File: config.mk
export PLATFORM = sky130hd
export DESIGN_NAME = commit_ctrl
export DESIGN_NICKNAME = d
export VERILOG_FILES = /design/src/rtl/commit_ctrl_pkg.sv /design/src/rtl/commit_ctrl.sv
export SDC_FILE = /design/constraint.sdc
export NUM_CORES = 1
export LEC_CHECK = 0
export CORE_MARGIN = 2
export CORE_UTILIZATION = 44
export CTS_BUF_LIST = sky130_fd_sc_hd__clkbuf_4
export DETAILED_ROUTE_END_ITERATION = 7
export PLACE_DENSITY = 0.82
export SYNTH_ARGS = -nofsm -noshare
export SYNTH_HDL_FRONTEND = slang
export SYNTH_SLANG_ARGS = --single-unit
File: constraint.sdc
create_clock -name clk -period 3 [get_ports clk]
set_clock_uncertainty 0.15 [all_clocks]
set_input_delay 0.6 -clock clk [delete_from_list [all_inputs] [get_ports clk]]
set_output_delay 0.6 -clock clk [all_outputs]
set_load 0.03 [all_outputs]
File: src/rtl/commit_ctrl_pkg.sv
// Shared definitions for the in-order commit sequencer: ROB head type codes,
// FSM state encoding and flush counter width.
package commit_ctrl_pkg;

   typedef enum logic [1:0] {
      HEAD_REG    = 2'b00,
      HEAD_STORE  = 2'b01,
      HEAD_BRANCH = 2'b10,
      HEAD_HALT   = 2'b11
   } head_type_t;

   typedef enum logic [1:0] {
      ST_IDLE       = 2'b00,
      ST_WAIT_STORE = 2'b01,
      ST_ROLLBACK   = 2'b10,
      ST_HALTED     = 2'b11
   } state_t;

   // Holds FLUSH_CYCLES up to 15
   localparam int FLUSH_CNT_W = 4;

endpackage

File: src/rtl/commit_ctrl.sv
// In-order retirement sequencer: one ROB head per cycle into the regfile,
// store handshake with the LSB, and mispredict recovery (link write, flush, redirect).
//
//  state         | meaning
//  --------------+------------------------------------------------------------
//  ST_IDLE       | accepting ready ROB heads
//  ST_WAIT_STORE | store_commit_req high, waiting for LSB ack
//  ST_ROLLBACK   | first cycle: link write only; then rollback held FLUSH_CYCLES
//  ST_HALTED     | HALT retired, no further accepts until rst
module commit_ctrl
   import commit_ctrl_pkg::*;
#(
   parameter int DATA_W       = 32,
   parameter int REG_W        = 5,
   parameter int ROB_ID_W     = 4,
   parameter int FLUSH_CYCLES = 2
) (
   input  logic                clk,
   input  logic                rst,
   input  logic                rdy,
   input  logic                head_valid,
   input  logic                head_ready,
   input  logic [1:0]          head_type,
   input  logic [REG_W-1:0]    head_rd,
   input  logic [DATA_W-1:0]   head_value,
   input  logic [ROB_ID_W-1:0] head_robid,
   input  logic                head_mispredict,
   input  logic [DATA_W-1:0]   head_target_pc,
   output logic                commit_pop,
   output logic                rob_has_res,
   output logic [DATA_W-1:0]   result_from_rob,
   output logic [REG_W-1:0]    regidx_from_rob,
   output logic [ROB_ID_W-1:0] regalias_from_rob,
   output logic                store_commit_req,
   input  logic                store_commit_ack,
   output logic                rollback_signal,
   output logic                redirect_valid,
   output logic [DATA_W-1:0]   redirect_pc,
   output logic                halted,
   output logic [31:0]         commit_cnt
);

   state_t                 state, state_nxt;
   head_type_t             htype;
   logic [FLUSH_CNT_W-1:0] flush_cnt, flush_cnt_nxt;
   logic                   res_q, res_nxt;
   logic [DATA_W-1:0]      data_q, data_nxt;
   logic [REG_W-1:0]       idx_q, idx_nxt;
   logic [ROB_ID_W-1:0]    tag_q, tag_nxt;
   logic                   req_q, req_nxt;
   logic                   rb_q, rb_nxt;
   logic                   redir_q, redir_nxt;
   logic [DATA_W-1:0]      pc_q, pc_nxt;
   logic                   halted_q, halted_nxt;
   logic [31:0]            cnt_q, cnt_nxt;
   logic                   pop;

   assign htype = head_type_t'(head_type);

   always_comb begin
      state_nxt     = state;
      flush_cnt_nxt = flush_cnt;
      res_nxt       = res_q;
      data_nxt      = data_q;
      idx_nxt       = idx_q;
      tag_nxt       = tag_q;
      req_nxt       = req_q;
      rb_nxt        = rb_q;
      redir_nxt     = redir_q;
      pc_nxt        = pc_q;
      halted_nxt    = halted_q;
      cnt_nxt       = cnt_q;
      pop           = 1'b0;

      if (rdy && !rst) begin
         res_nxt = 1'b0;
         case (state)
            ST_IDLE: begin
               if (head_valid && head_ready) begin
                  case (htype)
                     HEAD_REG, HEAD_BRANCH: begin
                        pop      = 1'b1;
                        res_nxt  = (head_rd != '0);
                        data_nxt = head_value;
                        idx_nxt  = head_rd;
                        tag_nxt  = head_robid;
                        if (htype == HEAD_BRANCH && head_mispredict) begin
                           pc_nxt    = head_target_pc;
                           state_nxt = ST_ROLLBACK;
                        end
                     end
                     HEAD_STORE: begin
                        req_nxt   = 1'b1;
                        state_nxt = ST_WAIT_STORE;
                     end
                     HEAD_HALT: begin
                        pop        = 1'b1;
                        halted_nxt = 1'b1;
                        state_nxt  = ST_HALTED;
                     end
                     default: ;
                  endcase
               end
            end
            ST_WAIT_STORE: begin
               if (store_commit_ack) begin
                  pop       = 1'b1;
                  req_nxt   = 1'b0;
                  state_nxt = ST_IDLE;
               end
            end
            ST_ROLLBACK: begin
               // First cycle leaves room for the link write so it never overlaps rollback
               if (!rb_q) begin
                  rb_nxt        = 1'b1;
                  redir_nxt     = 1'b1;
                  flush_cnt_nxt = FLUSH_CNT_W'(FLUSH_CYCLES);
               end else begin
                  redir_nxt = 1'b0;
                  if (flush_cnt == FLUSH_CNT_W'(1)) begin
                     rb_nxt    = 1'b0;
                     state_nxt = ST_IDLE;
                  end else begin
                     flush_cnt_nxt = flush_cnt - FLUSH_CNT_W'(1);
                  end
               end
            end
            default: ;
         endcase
         cnt_nxt = cnt_q + 32'(pop);
      end
   end

   always_ff @(posedge clk) begin
      if (rst) begin
         state     <= ST_IDLE;
         flush_cnt <= '0;
         res_q     <= 1'b0;
         data_q    <= '0;
         idx_q     <= '0;
         tag_q     <= '0;
         req_q     <= 1'b0;
         rb_q      <= 1'b0;
         redir_q   <= 1'b0;
         pc_q      <= '0;
         halted_q  <= 1'b0;
         cnt_q     <= '0;
      end else begin
         state     <= state_nxt;
         flush_cnt <= flush_cnt_nxt;
         res_q     <= res_nxt;
         data_q    <= data_nxt;
         idx_q     <= idx_nxt;
         tag_q     <= tag_nxt;
         req_q     <= req_nxt;
         rb_q      <= rb_nxt;
         redir_q   <= redir_nxt;
         pc_q      <= pc_nxt;
         halted_q  <= halted_nxt;
         cnt_q     <= cnt_nxt;
      end
   end

   // Pulses are held while frozen and only presented once rdy returns
   assign commit_pop        = pop;
   assign rob_has_res       = res_q & rdy;
   assign redirect_valid    = redir_q & rdy;
   assign result_from_rob   = data_q;
   assign regidx_from_rob   = idx_q;
   assign regalias_from_rob = tag_q;
   assign store_commit_req  = req_q;
   assign rollback_signal   = rb_q;
   assign redirect_pc       = pc_q;
   assign halted            = halted_q;
   assign commit_cnt        = cnt_q;

endmodule
==> impl_metrics.toml, run 1 <==
[setup_path]
r2r_end = "commit_cnt[27]"
path_class = "reg2out"
crit_path_end_kind = "output pin"
crit_start = "state[0]"
start_kind = "flip-flop"
crit_path_max_incr_delay_ns = 0.36
reg2reg_setup_slack_ns = 0.41
critPathCapture = "commit_pop"
crit_path_top_delay_cell = "dfxtp_1"
worstPathCellList = "inv_1 > ha_1 > nand3_1 > o21ai_0 > and2_1 > buf_4"
worstPathArrival_ns = 1.96
cp_max_fo = 5
worstReg2RegStart = "state[0]"
r2r_cells = 11
critPathRequiredTime_ns = 2.25

[finish]
layoutNonFillerInstCount = 913
n_fill_cell = 815
drive_gt1_frac = 0.07336
nNetsFinal = 855
num_antenna_cells = 0
area_growth_pct = 52.60

[clock_tree]
cts-buffers-inserted = 17
cts-root-buf = "clkbuf_4"
cts-htree-levels = 4
clock_path_buffers = 2
post_cts_resized = 0
cts_tree = "yes"
ctsHoldBuffers = 0
clock_sinks = 116
cts_setup_buffers = 0
clkLatencyLatePin_ns = 0.49
clkTransAtPathRegs_ns = 0.11

[synth]
yosysTopAreaCell = "dfxtp_1"
yosys-top-cells-count = "nand2_1 (164), dfxtp_1 (116), a21oi_1 (81)"
netlist_top_cells_area = "dfxtp_1 (50%), nand2_1 (13%), a21oi_1 (8.8%)"
async_flop_share = 0
synth_top_area_share = 0.5045
synth_edf_count = 0
synth_seq_area_share = 0.5045
synthDistinctLibCells = 35
ys_warn_count = 0
synth_most_common_cell = "nand2_1"
ys.flop_type = "dfxtp_1"
syn_area_per_cell_sq_um = 8.090
syn_area_sq_um = 4603
syn_inst = 569
syn_nets = 660
ys_ff_latch = 116

[sta]
hold_slack_ns = 0.3085
finalCriticalPeriod_ns = 2.714
finalCritPeriodShare = 0.9045
hold_violations = 0
drv_slew = 0
grt_setup_unrepaired = "no"
setup_viol = 0
relSlewSlack = 0.2981
tns_ns = 0
max_freq_mhz = 368.5
tightest_slew_ns = 1.040

[hold_path]
worstHoldStart = "redirect_pc[16]"
hp-class = "reg2reg"
min_path_cells = 2

[flow_run]
drv_cap = 0

[pwr]
power_leakage_uw = 0.002521
pwr_density_cell_nw_per_um2 = 438.7
ir_worst_vdd_uv = 307.0

[global_routing]
antenna_found_initial = 0
grt_pass1_wl_um = 19710
gr-total-overflow = 0
grt_max_degree = 75
track_usage = 0.2161
first_global_vias = 4319

[place]
gp_congestion = 0.8222
dp.cells = 881
port_buffers = 192
hpwl_um = 8849

[detailed_routing]
vias = 4512
firstDrtPassIters = 7
wl_per_cell_um = 13.40
drt_wl_total_um = 12230
drt_iter0_drc = 194
routed_via_density = 4.942
drc = 0
ant_nets = 0

[floorplanning]
die_w_um = 106.3
rows = 37
initial_utilization = 0.4499
ios = 193
core_sq_um = 10230
die_y_um = 106.3
die_area_sq_um = 11300

[outcome]
status = "finished, final reports clean"
==> cells in the final DEF (no fill, tap or decap), drive strengths merged, types with 3 or more instances in the layout <==
master	synthesis	final
nand3	14	14
or3	3	3
a21oi	81	81
mux2i	3	3
xnor2	7	7
bufinv	0	4
and2	6	6
clkinv	0	9
nand4	17	17
nor2	48	48
and3	8	8
nor2b	3	3
clkdlybuf4s50	0	188
clkbuf	27	18
xor2	24	24
buf	5	20
dfxtp	116	116
o21ai	5	5
inv	10	10
nor4	3	3
ha	9	9
nand2	164	164
==> metrics by stage <==
stage,cell area [sq um],total power (uW),util,setup slack (ns)
final,7024,3082,0.6866,0.2864
after global routing,7024,3205,0.6866,0.1062
after CTS,7024,3117,0.6866,0.2496
after detailed placement,6703,1838,0.6551,0.07548
after global placement,6703,1835,0.6551,0.1296
after floorplan,4603,1682,-,0.6050
==> final cells by class <==
| type | instances | area (sq um) | share of cell area |
|---|---|---|---|
| Inverter | 10 | 37.54 | 0.005344 |
| Sequential cell | 116 | 2322 | 0.3306 |
| Clock inverter | 14 | 186.4 | 0.02654 |
| Clock buffer | 18 | 135.1 | 0.01924 |
| Tap cell | 136 | 170.2 | 0.02423 |
| Multi-Input combinational cell | 411 | 2116 | 0.3012 |
| Timing Repair Buffer | 208 | 2057 | 0.2928 |
==> routing by layer <==
layer	routed length [um]	track usage	up-vias
met5	0	0	-
met4	249	0.08365	0
met3	934	0.07909	21
met2	6163	0.3709	146
met1	4887	0.2437	2071
li1	-	-	2274
==> critical path, delay by kind of cell, from the launching register on <==
kind | cells | cell delay (ns)
and+or+nand+nor | 2 | 0.34
buffers and inverters | 2 | 0.25
AOI/OAI and AO/OA | 1 | 0.25
adders and majority gates | 1 | 0.28
DFF | 1 | 0.36
==> power breakdown <==
group	total [uW]	leakage [uW]	internal [uW]	switching [uW]
combinational	241	0.00141	137	105
sequential	1560	0.000935	1550	8.73
clock	1280	0.000173	668	611
total	3080	0.00252	2360	724
==> state kept, by name, summed over array words and instances (netlist names) <==
register and count:
redir_q 1, regidx_from_rob 5, store_commit_req 1, state 2, commit_cnt 32, result_from_rob 32, halted 1, regalias_from_rob 4
flush_cnt 4, res_q 1, redirect_pc 32, rollback_signal 1
==> cell families after synthesis <==
| kind of cell | after synthesis | synth area share |
|---|---|---|
| simple gates | 274 | 0.2615 |
| compound gates | 94 | 0.1068 |
| mux | 3 | 0.006524 |
| fa+ha+maj | 9 | 0.02446 |
| flops | 116 | 0.5045 |
| buf+inv | 42 | 0.03724 |
| xor+xnor | 31 | 0.05898 |
==> worst min-delay path by stage <==
stage	to
final	redirect_pc[16]
after CTS	result_from_rob[2]
after global placement	result_from_rob[28]
after global routing	redirect_pc[27]
after detailed placement	result_from_rob[2]
after floorplan	res_q
Power figures use the tool's default switching activity.
==> inputs of run 2 (changes only) <==
Settings changed: CTS_CLUSTER_SIZE set to 10.
==> results of run 2 <==
No change in the layout: final DEF, timing and power equal those of run 1.
==> inputs of run 3 (changes only) <==
Settings changed: SKIP_LAST_GASP set to 1.
==> results of run 3 <==
No change in the layout: final DEF, timing and power equal those of run 1.
